==> config.mk <==
export PLATFORM = sky130hd
export DESIGN_NAME = spi_slave_port_flat
export DESIGN_NICKNAME = d
export VERILOG_FILES = /design/src/rtl/spi_slave_port_if.sv /design/src/rtl/spi_slave_port.sv /design/src/flat_wrapper.sv
export SDC_FILE = /design/constraint.sdc
export NUM_CORES = 1
export LEC_CHECK = 0
export CAP_MARGIN = 20
export CORE_MARGIN = 1
export CORE_UTILIZATION = 45
export CTS_BUF_LIST = sky130_fd_sc_hd__clkbuf_8 sky130_fd_sc_hd__clkbuf_16
export CTS_CLUSTER_SIZE = 14
export DETAILED_ROUTE_END_ITERATION = 12
export PLACE_DENSITY = 0.69
export SLEW_MARGIN = 20
export SYNTH_ARGS = -nofsm -noshare
export SYNTH_HDL_FRONTEND = slang
export SYNTH_SLANG_ARGS = --single-unit
export TNS_END_PERCENT = 30
==> constraint.sdc <==
create_clock -name clk_clk -period 3.3 [get_ports clk_clk]
set_input_delay 0.66 -clock clk_clk [delete_from_list [all_inputs] [get_ports clk_clk]]
set_output_delay 0.66 -clock clk_clk [all_outputs]
set_load 0.01 [all_outputs]
==> src/rtl/spi_slave_port_if.sv <==
// spi_slave_port_if: SPI pins plus the rx/tx mailbox between the Nios SPI master and fabric logic
interface spi_slave_port_if #(parameter int DATA_WIDTH = 8);
    logic SPI_sclk, SPI_ss, SPI_mosi, SPI_miso, miso_oe;
    logic [DATA_WIDTH-1:0] rx_data, tx_data;
    logic rx_valid, rx_overrun, rx_ack, tx_load, tx_empty, busy;
    modport slave (
        input SPI_sclk, SPI_ss, SPI_mosi, rx_ack, tx_data, tx_load,
        output SPI_miso, miso_oe, rx_data, rx_valid, rx_overrun, tx_empty, busy
    );
    modport master (
        output SPI_sclk, SPI_ss, SPI_mosi, rx_ack, tx_data, tx_load,
        input SPI_miso, miso_oe, rx_data, rx_valid, rx_overrun, tx_empty, busy
    );
endinterface

==> src/rtl/spi_slave_port.sv <==
// spi_slave_port: oversampled mode-0 SPI slave with rx/tx word mailbox
module spi_slave_port #(
    parameter int DATA_WIDTH = 8,
    parameter int SYNC_STAGES = 2
) (
    input logic clk_clk,
    input logic reset_reset,
    spi_slave_port_if.slave bus
);
    localparam int CNT_W = $clog2(DATA_WIDTH);
    typedef enum logic {IDLE, ACTIVE} state_t;
    state_t state, state_nx;
    logic [SYNC_STAGES:0] sclk_sr, ss_sr;
    logic [SYNC_STAGES-1:0] mosi_sr;
    logic sclk_rise, sclk_fall, ss_fall, ss_rise, mosi_s;
    logic enter, leave, run;
    logic [DATA_WIDTH-2:0] shift_in;
    logic [DATA_WIDTH-1:0] word_nx, shift_out, hold, rx_data;
    logic [CNT_W-1:0] cnt;
    logic word_done, rx_valid, pending, rx_overrun, tx_empty;

    // SS history resets low so an SS already held low at reset release is not seen as a fall
    always_ff @(posedge clk_clk) begin
        if (reset_reset) begin
            sclk_sr <= '0;
            ss_sr <= '0;
            mosi_sr <= '0;
        end else begin
            sclk_sr <= {sclk_sr[SYNC_STAGES-1:0], bus.SPI_sclk};
            ss_sr <= {ss_sr[SYNC_STAGES-1:0], bus.SPI_ss};
            mosi_sr <= {mosi_sr[SYNC_STAGES-2:0], bus.SPI_mosi};
        end
    end

    assign sclk_rise = sclk_sr[SYNC_STAGES-1] & ~sclk_sr[SYNC_STAGES];
    assign sclk_fall = ~sclk_sr[SYNC_STAGES-1] & sclk_sr[SYNC_STAGES];
    assign ss_fall = ~ss_sr[SYNC_STAGES-1] & ss_sr[SYNC_STAGES];
    assign ss_rise = ss_sr[SYNC_STAGES-1] & ~ss_sr[SYNC_STAGES];
    assign mosi_s = mosi_sr[SYNC_STAGES-1];

    always_ff @(posedge clk_clk) begin
        if (reset_reset)
            state <= IDLE;
        else
            state <= state_nx;
    end

    always_comb begin
        state_nx = state == IDLE ? (ss_fall ? ACTIVE : IDLE) : (ss_rise ? IDLE : ACTIVE);
        enter = state == IDLE && ss_fall;
        leave = state == ACTIVE && ss_rise;
        run = state == ACTIVE && !ss_rise;
        word_nx = {shift_in, mosi_s};
    end

    // an unloaded holding register is sent as zeros; a coincident tx_load lands after the reload
    always_ff @(posedge clk_clk) begin
        if (reset_reset) begin
            cnt <= '0;
            shift_in <= '0;
            shift_out <= '0;
            hold <= '0;
            tx_empty <= 1'b1;
            rx_data <= '0;
            word_done <= 1'b0;
            rx_valid <= 1'b0;
            pending <= 1'b0;
            rx_overrun <= 1'b0;
        end else begin
            word_done <= 1'b0;
            rx_valid <= word_done;
            pending <= rx_valid | (pending & ~bus.rx_ack);
            if (bus.rx_ack && !pending)
                rx_overrun <= 1'b0;
            if (enter) begin
                cnt <= '0;
                shift_out <= tx_empty ? '0 : hold;
                tx_empty <= 1'b1;
            end else if (leave) begin
                cnt <= '0;
            end else if (run && sclk_rise) begin
                shift_in <= word_nx[DATA_WIDTH-2:0];
                if (cnt == CNT_W'(DATA_WIDTH - 1)) begin
                    cnt <= '0;
                    rx_data <= word_nx;
                    word_done <= 1'b1;
                    if (pending)
                        rx_overrun <= 1'b1;
                end else begin
                    cnt <= cnt + 1'b1;
                end
            end else if (run && sclk_fall) begin
                if (cnt == '0) begin
                    shift_out <= tx_empty ? '0 : hold;
                    tx_empty <= 1'b1;
                end else begin
                    shift_out <= shift_out << 1;
                end
            end
            if (bus.tx_load) begin
                hold <= bus.tx_data;
                tx_empty <= 1'b0;
            end
        end
    end

    assign bus.busy = state == ACTIVE;
    assign bus.miso_oe = state == ACTIVE;
    assign bus.SPI_miso = state == ACTIVE && shift_out[DATA_WIDTH-1];
    assign bus.rx_data = rx_data;
    assign bus.rx_valid = rx_valid;
    assign bus.rx_overrun = rx_overrun;
    assign bus.tx_empty = tx_empty;
endmodule

==> src/flat_wrapper.sv <==
// flat-port wrapper written by rule: the top's interface ports become plain ports
module spi_slave_port_flat 
#(
    parameter int DATA_WIDTH = 8,
    parameter int SYNC_STAGES = 2
)
  (clk_clk, reset_reset, bus_SPI_sclk, bus_SPI_ss, bus_SPI_mosi, bus_rx_ack, bus_tx_data, bus_tx_load, bus_SPI_miso, bus_miso_oe, bus_rx_data, bus_rx_valid, bus_rx_overrun, bus_tx_empty, bus_busy);
  spi_slave_port_if #(.DATA_WIDTH(DATA_WIDTH)) bus_i ();
  input logic clk_clk;
  input logic reset_reset;
  input wire logic [$bits(bus_i.SPI_sclk)-1:0] bus_SPI_sclk;
  input wire logic [$bits(bus_i.SPI_ss)-1:0] bus_SPI_ss;
  input wire logic [$bits(bus_i.SPI_mosi)-1:0] bus_SPI_mosi;
  input wire logic [$bits(bus_i.rx_ack)-1:0] bus_rx_ack;
  input wire logic [$bits(bus_i.tx_data)-1:0] bus_tx_data;
  input wire logic [$bits(bus_i.tx_load)-1:0] bus_tx_load;
  output wire logic [$bits(bus_i.SPI_miso)-1:0] bus_SPI_miso;
  output wire logic [$bits(bus_i.miso_oe)-1:0] bus_miso_oe;
  output wire logic [$bits(bus_i.rx_data)-1:0] bus_rx_data;
  output wire logic [$bits(bus_i.rx_valid)-1:0] bus_rx_valid;
  output wire logic [$bits(bus_i.rx_overrun)-1:0] bus_rx_overrun;
  output wire logic [$bits(bus_i.tx_empty)-1:0] bus_tx_empty;
  output wire logic [$bits(bus_i.busy)-1:0] bus_busy;
  assign bus_i.SPI_sclk = bus_SPI_sclk;
  assign bus_i.SPI_ss = bus_SPI_ss;
  assign bus_i.SPI_mosi = bus_SPI_mosi;
  assign bus_i.rx_ack = bus_rx_ack;
  assign bus_i.tx_data = bus_tx_data;
  assign bus_i.tx_load = bus_tx_load;
  assign bus_SPI_miso = bus_i.SPI_miso;
  assign bus_miso_oe = bus_i.miso_oe;
  assign bus_rx_data = bus_i.rx_data;
  assign bus_rx_valid = bus_i.rx_valid;
  assign bus_rx_overrun = bus_i.rx_overrun;
  assign bus_tx_empty = bus_i.tx_empty;
  assign bus_busy = bus_i.busy;
  spi_slave_port #(.DATA_WIDTH(DATA_WIDTH), .SYNC_STAGES(SYNC_STAGES)) u_core (.clk_clk(clk_clk), .reset_reset(reset_reset), .bus(bus_i));
endmodule
==> out/metrics.cfg <==
[outcome]
outcome=finished clean

[clock_network]
cts_tree=done
cts-buffers-inserted=5
post_cts_buffers=0
holdBufCountCts=0
cts.clk_slew.worst_paths_ns=0.08
cts_max_level=2
clock_path_buffers=2
clock_latency_ns=0.29
cts_sinks=48
root_buffer=clkbuf_8
cts_resized=0

[route]
totalWireLength_um=3108
drt-pass1-iter-count=4
vias=1273
drtIter0Drc=84
drc=0
detail-route-antenna-nets=0
vias_per_cell=5.052
wl_per_cell_um=12.33

[floorplan]
fp.dieW_um=65.19
die_height_um=65.19
dieArea_um2=4249
io_pins=29
coreArea_um2=3744
rows=22
start_util_pct=47.99

[global_route]
grt_pass1_vias=1316
antenna_found_initial=0
grt-ovfl-total=0
grt-busiest-layer=met2
grt_use_total_pct=16.81
use_met3_pct=6.424
grt_max_degree=27
grt_pass1_wl_um=5478
gr-usage-met1_pct=18.91
global_route.usage.met2_pct=28.99

[synthesis]
synth_top_cell_area_share_pct=53.48
synth-edff-count=0
synth_cell_types=27
synth_area_per_cell_um2=10.09
yosysMostFrequentCell=dfxtp_1
synth.net_count=196
ys_async_sr_fraction_pct=0
synth_largest_area_cell=dfxtp_1
synthesis.area_um2=1797
ys_ff_latch=48
synth_common_cells=dfxtp_1 (48), nor2_1 (37), mux2i_1 (25)
yosysWarnings=0
synth_ff_type=dfxtp_1
synth_seq_area_share_pct=53.48
synthTopCellsByArea=dfxtp_1 (53%), mux2i_1 (14%), nor2_1 (7.7%), nor2b_1 (4.5%), a221oi_1 (3.4%)
synth_cells=178

[sta]
hold-worst-slack_ns=0.4451
post-route-min-period_ns=2.235
relSlewSlack_pct=51.29
final-max-slew-violation-count=0
finalCritPeriodShare_pct=67.72
final.setup.tns_ns=0
fmax_ghz=0.4475
rsz0062_at_grt=no
hold_violations=0
tightestPinTransition_ns=0.7283
setup_violations=0
clock_skew_ns=0.007016

[cells_and_area]
drive_above_1_share_pct=5.392
antennaDiodeCount=0
fillers=329
fin_area_um2=2173
area.sequential_um2=960.9
area_delta_synth_final_pct=20.96
multiInputGateArea_um2=755.7
final_nets=221

[worst_setup_path]
worst_setup_path_start_kind=flip-flop
required_ns=2.64
cp_slowest_cell=dfxtp_1
cp-end-kind=output port
crit_fanout=11
critPathMaxStageDelay_ns=0.58
critPathKind=flip-flop to output port
cp_top_family=flip-flops
crit_chain=and2_1 > clkdlybuf4s50_1
cp.arrival_ns=1.57
cp_num_buf_inv=1

[placement]
portBuffers=28
hpwl_um=2171
placed_area_um2=2083
gp_congestion=0.7950

[power_and_ir_drop]
power_density_nw_per_um2=461.5
p_leak_nw=0.9702
vdd_ir_drop_max_v=0.0002702

[flow_run]
max_cap_violations=0

[min_path]
min_path_type=flip-flop to flip-flop

-- layout by cell type (no fill, tap or decap), drive strengths merged --
master / count
a211o: 1
a211oi: 1
a21oi: 6
a221oi: 7
a31o: 1
a31oi: 1
and2: 1
buf: 1
clkbuf: 6
clkdlybuf4s50: 28
dfxtp: 48
ha: 3
inv: 7
mux2i: 25
nand2: 2
nand2b: 1
nand3: 2
nand4: 2
nor2: 37
nor2b: 13
nor3: 7
nor3b: 1
o21ba: 1
or2: 1
or3: 1
-- through the flow --
step	total power, mW	worst slack [ns]	instances	util [%]
CTS	1.013	1.057	252	58.05
finish	1.003	1.065	252	58.05
detailed placement	0.6783	1.034	244	55.65
global route	1.056	0.9860	252	58.05
global placement	0.6759	1.095	244	55.65
floorplan	0.6526	1.849	178	-
-- cell families (layout without fill, tap and decap cells) --
kind of cell / Yosys count / in the layout / synth area share, %
AO/OA/AOI/OAI: 18 / 18 / 7.730
AND/OR/NAND/NOR: 68 / 68 / 18.32
adder cells (fa/ha/maj): 3 / 3 / 2.089
buffers and inverters: 16 / 42 / 4.456
multiplexers: 25 / 25 / 13.93
flip-flops: 48 / 48 / 53.48
-- final timing paths --
kind	from	to	slack, ns	cells past startpoint
worst max register to register	u_core.ss_sr[2]	u_core.cnt[0]	1.42	4
worst max-delay path	u_core.bus.busy	bus_SPI_miso	1.07	2
worst min register to register	u_core.word_done	u_core.bus.rx_valid	0.45	1
worst min-delay path	u_core.word_done	u_core.bus.rx_valid	0.45	1
-- metal layers --
layer  wire [um]  share of wire [%]
met2        1425                 46
met4          23               0.74
met3         174                5.6
met5           0                  0
met1        1484                 48
-- registers in the layout, indices dropped and copies added (netlist names) --
name and cells:
u_core.bus.busy 1, u_core.bus.rx_data 8, u_core.bus.rx_overrun 1, u_core.bus.rx_valid 1
u_core.bus.tx_empty 1, u_core.cnt 3, u_core.hold 8, u_core.mosi_sr 2
u_core.pending 1, u_core.sclk_sr 3, u_core.shift_in 7, u_core.shift_out 8
u_core.ss_sr 3, u_core.word_done 1
-- power breakdown --
| part | total, mW | switching [mW] | internal, mW |
|---|---|---|---|
| combinational | 0.0626 | 0.0286 | 0.0340 |
| sequential | 0.602 | 0.00881 | 0.593 |
| clock | 0.338 | 0.174 | 0.165 |
| total | 1.00 | 0.211 | 0.792 |
-- final cells by class --
class,instances,share of cell area (%)
tap,48,2.763
clock inverter,2,0.3454
sequential,48,44.21
timing repair buffer,29,13.24
inverter,5,0.8636
multi-input combinational,114,34.77
clock buffer,6,3.800
No activity file was read; power rests on OpenSTA's default activity.
